--- src/rtl/io_sequencer_if.sv ---
// rtl/io_sequencer_if.sv - request/response bundle between the control unit and io_sequencer
interface io_sequencer_if;
    logic        io_req;
    logic [1:0]  io_op;
    logic [31:0] saida;
    logic        busy;
    logic        done;
    logic [15:0] entrada;
    logic [31:0] bcd;
    logic        overflow;
`ifdef IO_SIGNED_EN
    logic        neg;

    modport master (output io_req, io_op, saida,
                    input  busy, done, entrada, bcd, overflow, neg);
    modport slave  (input  io_req, io_op, saida,
                    output busy, done, entrada, bcd, overflow, neg);
`else
    modport master (output io_req, io_op, saida,
                    input  busy, done, entrada, bcd, overflow);
    modport slave  (input  io_req, io_op, saida,
                    output busy, done, entrada, bcd, overflow);
`endif
endinterface

--- src/rtl/io_sequencer.sv ---
// rtl/io_sequencer.sv - I/O instruction sequencer: debounced switch input, shift-add-3 BCD output (IO_SIGNED_EN: signed saida)
module io_sequencer #(
    parameter int DEB_CYCLES  = 50000,
    parameter int CONV_CYCLES = 32
) (
    input  logic          sys_clock,
    input  logic          reset,
    input  logic [15:0]   switches,
    input  logic          confirm_n,
    io_sequencer_if.slave io
);
    typedef enum logic [2:0] {IDLE, IN_WAIT, IN_RELEASE, OUT_CONV, DONE} state_t;

    state_t      state;
    logic        sync1, sync2, deb_level;
    logic [15:0] deb_cnt;
    logic        deb_flip, press_evt, release_evt;
    logic [31:0] shift_reg;
    logic [39:0] scratch, adj, next_scratch;
    logic [5:0]  iter;
    logic [31:0] conv_in;

    assign deb_flip    = (sync2 != deb_level) && (32'(deb_cnt) + 32'd1 == 32'(DEB_CYCLES));
    assign press_evt   = deb_flip & deb_level;
    assign release_evt = deb_flip & ~deb_level;

`ifdef IO_SIGNED_EN
    logic neg_pend;
    assign conv_in = io.saida[31] ? (~io.saida + 32'd1) : io.saida;
`else
    assign conv_in = io.saida;
`endif

    always_comb begin
        adj = scratch;
        for (int d = 0; d < 10; d++) begin
            if (scratch[4*d +: 4] >= 4'd5)
                adj[4*d +: 4] = scratch[4*d +: 4] + 4'd3;
        end
        next_scratch = {adj[38:0], shift_reg[31]};
    end

    always_ff @(posedge sys_clock or posedge reset) begin
        if (reset) begin
            sync1     <= 1'b1;
            sync2     <= 1'b1;
            deb_level <= 1'b1;
            deb_cnt   <= 16'd0;
        end else begin
            sync1 <= confirm_n;
            sync2 <= sync1;
            if (sync2 == deb_level || deb_flip)
                deb_cnt <= 16'd0;
            else
                deb_cnt <= deb_cnt + 16'd1;
            if (deb_flip)
                deb_level <= ~deb_level;
        end
    end

    always_ff @(posedge sys_clock or posedge reset) begin
        if (reset) begin
            state       <= IDLE;
            io.busy     <= 1'b0;
            io.done     <= 1'b0;
            io.entrada  <= 16'd0;
            io.bcd      <= 32'd0;
            io.overflow <= 1'b0;
            shift_reg   <= 32'd0;
            scratch     <= 40'd0;
            iter        <= 6'd0;
`ifdef IO_SIGNED_EN
            io.neg      <= 1'b0;
            neg_pend    <= 1'b0;
`endif
        end else begin
            io.done <= 1'b0;
            case (state)
                IDLE: begin
                    if (io.io_req && io.io_op == 2'd1) begin
                        state   <= IN_WAIT;
                        io.busy <= 1'b1;
                    end else if (io.io_req && io.io_op == 2'd2) begin
                        state     <= OUT_CONV;
                        io.busy   <= 1'b1;
                        shift_reg <= conv_in;
                        scratch   <= 40'd0;
                        iter      <= 6'd0;
`ifdef IO_SIGNED_EN
                        neg_pend  <= io.saida[31];
`endif
                    end
                end
                IN_WAIT: begin
                    if (press_evt) begin
                        io.entrada <= switches;
                        state      <= IN_RELEASE;
                    end
                end
                IN_RELEASE: begin
                    if (release_evt) begin
                        state   <= DONE;
                        io.done <= 1'b1;
                    end
                end
                OUT_CONV: begin
                    scratch   <= next_scratch;
                    shift_reg <= {shift_reg[30:0], 1'b0};
                    iter      <= iter + 6'd1;
                    if (iter == 6'(CONV_CYCLES - 1)) begin
                        // a carry out of digit 9 can only mean an out-of-range magnitude
                        io.bcd      <= next_scratch[31:0];
                        io.overflow <= |{adj[39], next_scratch[39:32]};
`ifdef IO_SIGNED_EN
                        io.neg      <= neg_pend;
`endif
                        state   <= DONE;
                        io.done <= 1'b1;
                    end
                end
                DONE: begin
                    state   <= IDLE;
                    io.busy <= 1'b0;
                end
                default: begin
                    state   <= IDLE;
                    io.busy <= 1'b0;
                end
            endcase
        end
    end
endmodule

--- src/flat_wrapper.sv ---
// flat-port wrapper written by rule: the top's interface ports become plain ports
module io_sequencer_flat 
#(
    parameter int DEB_CYCLES  = 50000,
    parameter int CONV_CYCLES = 32
)
  (sys_clock, reset, switches, confirm_n, io_io_req, io_io_op, io_saida, io_busy, io_done, io_entrada, io_bcd, io_overflow);
  io_sequencer_if io_i ();
  input  logic sys_clock;
  input  logic reset;
  input  logic [15:0] switches;
  input  logic confirm_n;
  input wire logic [$bits(io_i.io_req)-1:0] io_io_req;
  input wire logic [$bits(io_i.io_op)-1:0] io_io_op;
  input wire logic [$bits(io_i.saida)-1:0] io_saida;
  output wire logic [$bits(io_i.busy)-1:0] io_busy;
  output wire logic [$bits(io_i.done)-1:0] io_done;
  output wire logic [$bits(io_i.entrada)-1:0] io_entrada;
  output wire logic [$bits(io_i.bcd)-1:0] io_bcd;
  output wire logic [$bits(io_i.overflow)-1:0] io_overflow;
  assign io_i.io_req = io_io_req;
  assign io_i.io_op = io_io_op;
  assign io_i.saida = io_saida;
  assign io_busy = io_i.busy;
  assign io_done = io_i.done;
  assign io_entrada = io_i.entrada;
  assign io_bcd = io_i.bcd;
  assign io_overflow = io_i.overflow;
  io_sequencer #(.DEB_CYCLES(DEB_CYCLES), .CONV_CYCLES(CONV_CYCLES)) u_core (.sys_clock(sys_clock), .reset(reset), .switches(switches), .confirm_n(confirm_n), .io(io_i));
endmodule
--- config.mk ---
export PLATFORM = sky130hd
export DESIGN_NAME = io_sequencer_flat
export DESIGN_NICKNAME = d
export VERILOG_FILES = /design/src/rtl/io_sequencer_if.sv /design/src/rtl/io_sequencer.sv /design/src/flat_wrapper.sv
export SDC_FILE = /design/constraint.sdc
export NUM_CORES = 1
export LEC_CHECK = 0
export CORE_ASPECT_RATIO = 1.4
export CORE_MARGIN = 4
export CORE_UTILIZATION = 55
export DETAILED_ROUTE_END_ITERATION = 8
export PLACE_DENSITY = 0.88
export RECOVER_POWER = 100
export SETUP_SLACK_MARGIN = 0.3
export SLEW_MARGIN = 20
export SYNTH_ARGS = -nofsm -noshare
export SYNTH_HDL_FRONTEND = slang
export SYNTH_SLANG_ARGS = --single-unit
--- constraint.sdc ---
create_clock -name sys_clock -period 6.8 [get_ports sys_clock]
set_input_delay 1.7 -clock sys_clock [delete_from_list [all_inputs] [get_ports sys_clock]]
set_output_delay 1.7 -clock sys_clock [all_outputs]
set_load 0.005 [all_outputs]
# Word-level counts from Yosys, hierarchy flattened
# Index checks and enable logic that the tools add are counted.
[op_classes]
mux = 32
n_reduce_logical = 13
n_bitwise = 4
addsub = 13
eq_ne = 15
order_cmp = 10
[ops]
columns = ["op", "count"]
rows = [
  ["2-to-1 mux 40 bit", 2],
  ["one-hot mux 40 bit (2 select lines)", 1],
  ["2-to-1 mux 32 bit", 2],
  ["one-hot mux 32 bit (2 select lines)", 1],
  ["adder 4 x 2 -> 4 bit (second input constant)", 10],
  [">= comparator 4 x 3 -> 1 bit (second input constant)", 10],
  ["2-to-1 mux 4 bit", 10],
  ["equality test 32 x 16 -> 1 bit (second input constant)", 1],
  ["adder 16 x 1 -> 17 bit (second input constant)", 1],
  ["adder 16 x 1 -> 16 bit (second input constant)", 1],
  ["2-to-1 mux 16 bit", 1],
  ["2-to-1 mux 3 bit", 5],
  ["2-to-1 mux 6 bit", 2],
  ["one-hot mux 3 bit (4 select lines)", 1],
  ["one-hot mux 6 bit (2 select lines)", 1],
  ["OR reduction 9 bit", 1],
  ["inequality test 2 x 1 -> 1 bit (second input constant)", 4],
  ["adder 6 x 1 -> 6 bit (second input constant)", 1],
  ["equality test 3 x 2 -> 1 bit (second input constant)", 2],
  ["equality test 6 x 5 -> 1 bit (second input constant)", 1],
  ["AND reduction 2 bit", 3],
  ["2-to-1 mux 1 bit", 4],
  ["one-hot mux 1 bit (2 select lines)", 2],
  ["AND reduction 4 bit", 1],
  ["other kinds (15)", 19],
]
[totals]
reg_bits = 151
input_bits = 54
word_cells = 100
output_inout_bits = 51

# Depth between registers and ports, before layout
[depth]
ltp_word = 6
depth_mapped = 9
ltp_nobuf = 8

# Worst setup path after synthesis
# OpenSTA, ideal clock, no wires.
[synth_path]
path_type = "input-to-reg"
start = "input io_io_req"
end = "register u_core.scratch[33]"
path_slack_ns = 3.749
setup_ns = 0.137
n_path_buf = 2
arrival_time_ns = 2.914
t_required_ns = 6.663
path_stages = 5
path_cell_list = "nand3b_1 nor3_1 clkbuf_1 buf_1 o22ai_1"
[synth_via]
elab_chain_len = 3
elab_cells_between_ends = 5
classes_between = "2 x eq/ne; 3 x reduce/logical"
[synth_lines]
columns = ["item", "line_no", "source"]
rows = [
  ["start, declared", "flat_wrapper.sv:13", "input wire logic [$bits(io_i.io_req)-1:0] io_io_req;"],
  ["logical AND 1 bit (on tied branches)", "io_sequencer.sv:80, io_sequencer.sv:83", ""],
  ["inequality test 2 bit (no source line) / inequality test 2 x 1 -> 1 bit (equally long branches)", "--", ""],
  ["AND reduction 3 bit (no source line) (*)", "--", ""],
  ["end signal, assigned", "io_sequencer.sv:107", "scratch <= next_scratch;"],
  ["end, declared", "io_sequencer.sv:19", "logic [39:0] scratch, adj, next_scratch;"],
]
# Every way passes the cells marked *; elsewhere a longest branch is shown, timed or not.
# A chain may end at the register's enable or synchronous reset.

# Final worst setup path
[layout_path]
start = "register u_core.deb_cnt[0]"
end = "register u_core.io.entrada[15]"
[layout_via]
elab_chain_len = 5
[layout_lines]
columns = ["item", "line_no", "source"]
rows = [
  ["start, declared", "io_sequencer.sv:16", "logic [15:0] deb_cnt;"],
  ["start signal, assigned", "io_sequencer.sv:55", "deb_cnt <= deb_cnt + 16'd1;"],
  ["adder 16 x 1 -> 17 bit", "io_sequencer.sv:23", "assign deb_flip = (sync2 != deb_level) && (32'(deb_cnt) + 32'd1 == 32'(DEB_CYCLES));"],
  ["equality test 32 x 16 -> 1 bit", "io_sequencer.sv:23", ""],
  ["logical AND 1 bit", "io_sequencer.sv:23", ""],
  ["bitwise AND 1 bit", "io_sequencer.sv:24", "assign press_evt = deb_flip & deb_level;"],
  ["AND reduction 2 bit (no source line)", "--", ""],
  ["end signal, assigned", "io_sequencer.sv:96", "io.entrada <= switches;"],
  ["end, declared", "io_sequencer_if.sv:22", "output busy, done, entrada, bcd, overflow);"],
]
# Every way passes these cells.

==> results.tsv <==
metric	value	unit
status	complete, but fails checks	
failing checks	capacitance limit, slew limit	
fraction of layout cells with a size suffix above 1	8.49	%
clock sink count	151	
Main synth FF type	dfrtp_1	
initial cell density of the core	56.5	%
area fraction of the dominant cell type after synthesis	50.7	%
worst skew pair latency	0.43	ns
most instantiated cells after synthesis	dfrtp_1 (148), nand2_1 (144), o21ai_0 (55)	
synthesized area	7300	µm²
initial antenna violation count	0	
TritonCTS buffer count	17	
critical path arrival	4.78	ns
row count	49	
synthesis-to-layout area growth	23.4	%
Worst Tran Pin Value	2.66	ns
Slew Viols, Final	204	
core area	12900	µm²
Clock Path Buffers	2	
Yosys top cell by area	dfrtp_1	
placed cell areas	8450	µm²
buffer count from post-CTS setup fixing	0	
Die Y	144	µm
RD Place Congestion	0.781	
NumNets Final	900	
ANT nets after route	0	
ANT cells	0	
Detail Placement HPWL	10.4	mm
fin cells	1014	
GRT overflow	0	
Post-Route WL	16.0	mm
via count	5700	
fraction of registers with async set/reset	100	%
die footprint	15200	µm²
dpl ws	2.66	ns
Post-synth EDFFs	0	
io pins	105	
Final Skew	0.0101	ns
vias per cell	5.62	
drc violations	0	
worst path required time	7.10	ns
crit path capture type	flop	
Cell variety after synth	49	
Setup WS post-layout	2.32	ns
DR iter-0 viols	313	
leakage power	4.11	nW
Initial DRT Pass Iterations	5	
VDD IR-drop max	0.167	mV
DIE WIDTH	105	µm
Tcrit/Tclk final	65.8	%
Rel. slew slack	-78.8	%
H-tree depth	4	
worst hold path class	reg2reg	
final setup fails	0	
CTS Root Cell	clkbuf_16	
final worst path period need	4.48	ns
Setup TNS Final	0	ns
Synth Net Count	810	
max reg flops	40	
largest net degree at the start of global routing	116	
Area contributors post-synth	dfrtp_1 (51%), nand2_1 (7.4%), ha_1 (3.9%)	
power per cell area	260	nW/µm²
TritonCTS clock tree	yes	
Max Clk Rate	0.223	GHz
RSZ-0062 raised after global routing	false	
Max Cap Viol	5	
Synth Instances	733	
post-route cell area	9010	µm²
CTS resizes	0	
Hold Violations, Final	0	
Worst Path Max Fanout	16	
Mean Syn Cell Area	9.97	µm²
yosys warns	0	
post-synthesis sequential area ratio	51.8	%
post-synthesis register bit count	151	
crit start category	flop	
Hold Buf Count CTS	0	
top-count cell post-synth	dfrtp_1	
first-pass GRT wire length	27.0	mm
Total GRT Usage	21.8	%
PortBufs	104	
post-DR wirelength/cell	15.8	µm
Placed Instances	981	
kind of critical path	reg2reg	
number of global-route vias before repair	5733	
Clock Pin Slew Worst Setup and Hold Paths	0.06	ns
[layer usage]
metal,global-route usage [%],vias up,part of all wire [%]
met3,3.89,37,3.1
li1,-,2754,-
met1,25.6,2780,40
met5,0,-,0
met4,9.81,0,2.8
met2,39.2,129,54
[power by group]
| group | internal [mW] | total, mW | switching, mW | leakage, nW |
|---|---|---|---|---|
| sequential | 0.981 | 1.05 | 0.0726 | 1.99 |
| clock | 0.557 | 0.933 | 0.375 | 0.278 |
| combinational | 0.165 | 0.357 | 0.192 | 1.85 |
[worst max-delay path: stages (launching register included)]
cell,delay [ns]
dfrtp_1,0.42
ha_1,0.27
nand2_1,0.13
nor4_1,0.28
mux2_1,0.38
or2_0,0.33
nor3_1,2.07
mux2_2,0.48
[layout make-up]
class | instances | area (µm²)
tap | 178 | 223
clock inverter | 12 | 128
clock buffer | 20 | 457
sequential | 151 | 3780
inverter | 23 | 93.8
multi-input combinational | 521 | 3260
timing repair buffer | 109 | 1070
fill | 965 | 3920
[cells by family after synthesis]
| logic type | share of synthesized area [%] |
|---|---|
| AND/OR/NAND/NOR | 17.3 |
| AO/OA/AOI/OAI | 14.6 |
| flip-flops | 51.8 |
| buffers and inverters | 3.48 |
| multiplexers | 5.36 |
| XOR/XNOR | 3.48 |
| adder cells (fa/ha/maj) | 3.94 |
[worst paths after layout]
| check | start | end | slack, ns | depth (start not counted) |
|---|---|---|---|---|
| max | u_core.deb_cnt[0] | u_core.io.entrada[15] | 2.32 | 7 |
| max in group asynchronous | reset | u_core.scratch[18] | 2.56 | 3 |
| min in group asynchronous | reset | u_core.io.entrada[1] | 1.90 | 2 |
| max reg2reg | u_core.deb_cnt[0] | u_core.io.entrada[15] | 2.32 | 7 |
| min reg2reg | u_core.sync1 | u_core.sync2 | 0.36 | 0 |
| min | u_core.sync1 | u_core.sync2 | 0.36 | 0 |
[cell usage in the layout (no fill, tap or decap), types with 2 or more instances in the layout]
cell type	n
mux2_1	2
nor2b_1	3
nor4_1	3
o311ai_0	2
o22ai_1	30
mux2_4	10
ha_1	23
nor3_1	9
inv_1	22
or3b_2	2
nand4_1	6
clkinv_2	4
buf_4	2
xor2_1	11
o21ai_0	55
clkinvlp_4	4
mux2i_1	5
clkinv_4	2
clkbuf_1	3
bufinv_16	2
nor3b_1	18
xnor2_1	18
dlygate4sd3_1	54
dfrtp_1	148
a22oi_1	29
and3_4	3
clkdlybuf4s50_1	50
clkbuf_16	17
dfstp_2	3
nand3b_1	5
nand2b_1	15
o31ai_1	11
nand2_1	144
nor2_1	36
a32o_1	8
nand3_1	10
a21oi_1	32
clkbuf_8	2
mux2_2	15
[through the flow]
stage	hold slack, ns	power [mW]	util (%)
after floorplan	0.345	1.29	-
after global placement	0.346	1.40	65.2
after detailed placement	0.347	1.42	65.3
after CTS	0.356	2.36	69.9
after global routing	0.357	2.45	69.7
final	0.356	2.34	69.7
No activity file was read; power rests on OpenSTA's default activity.
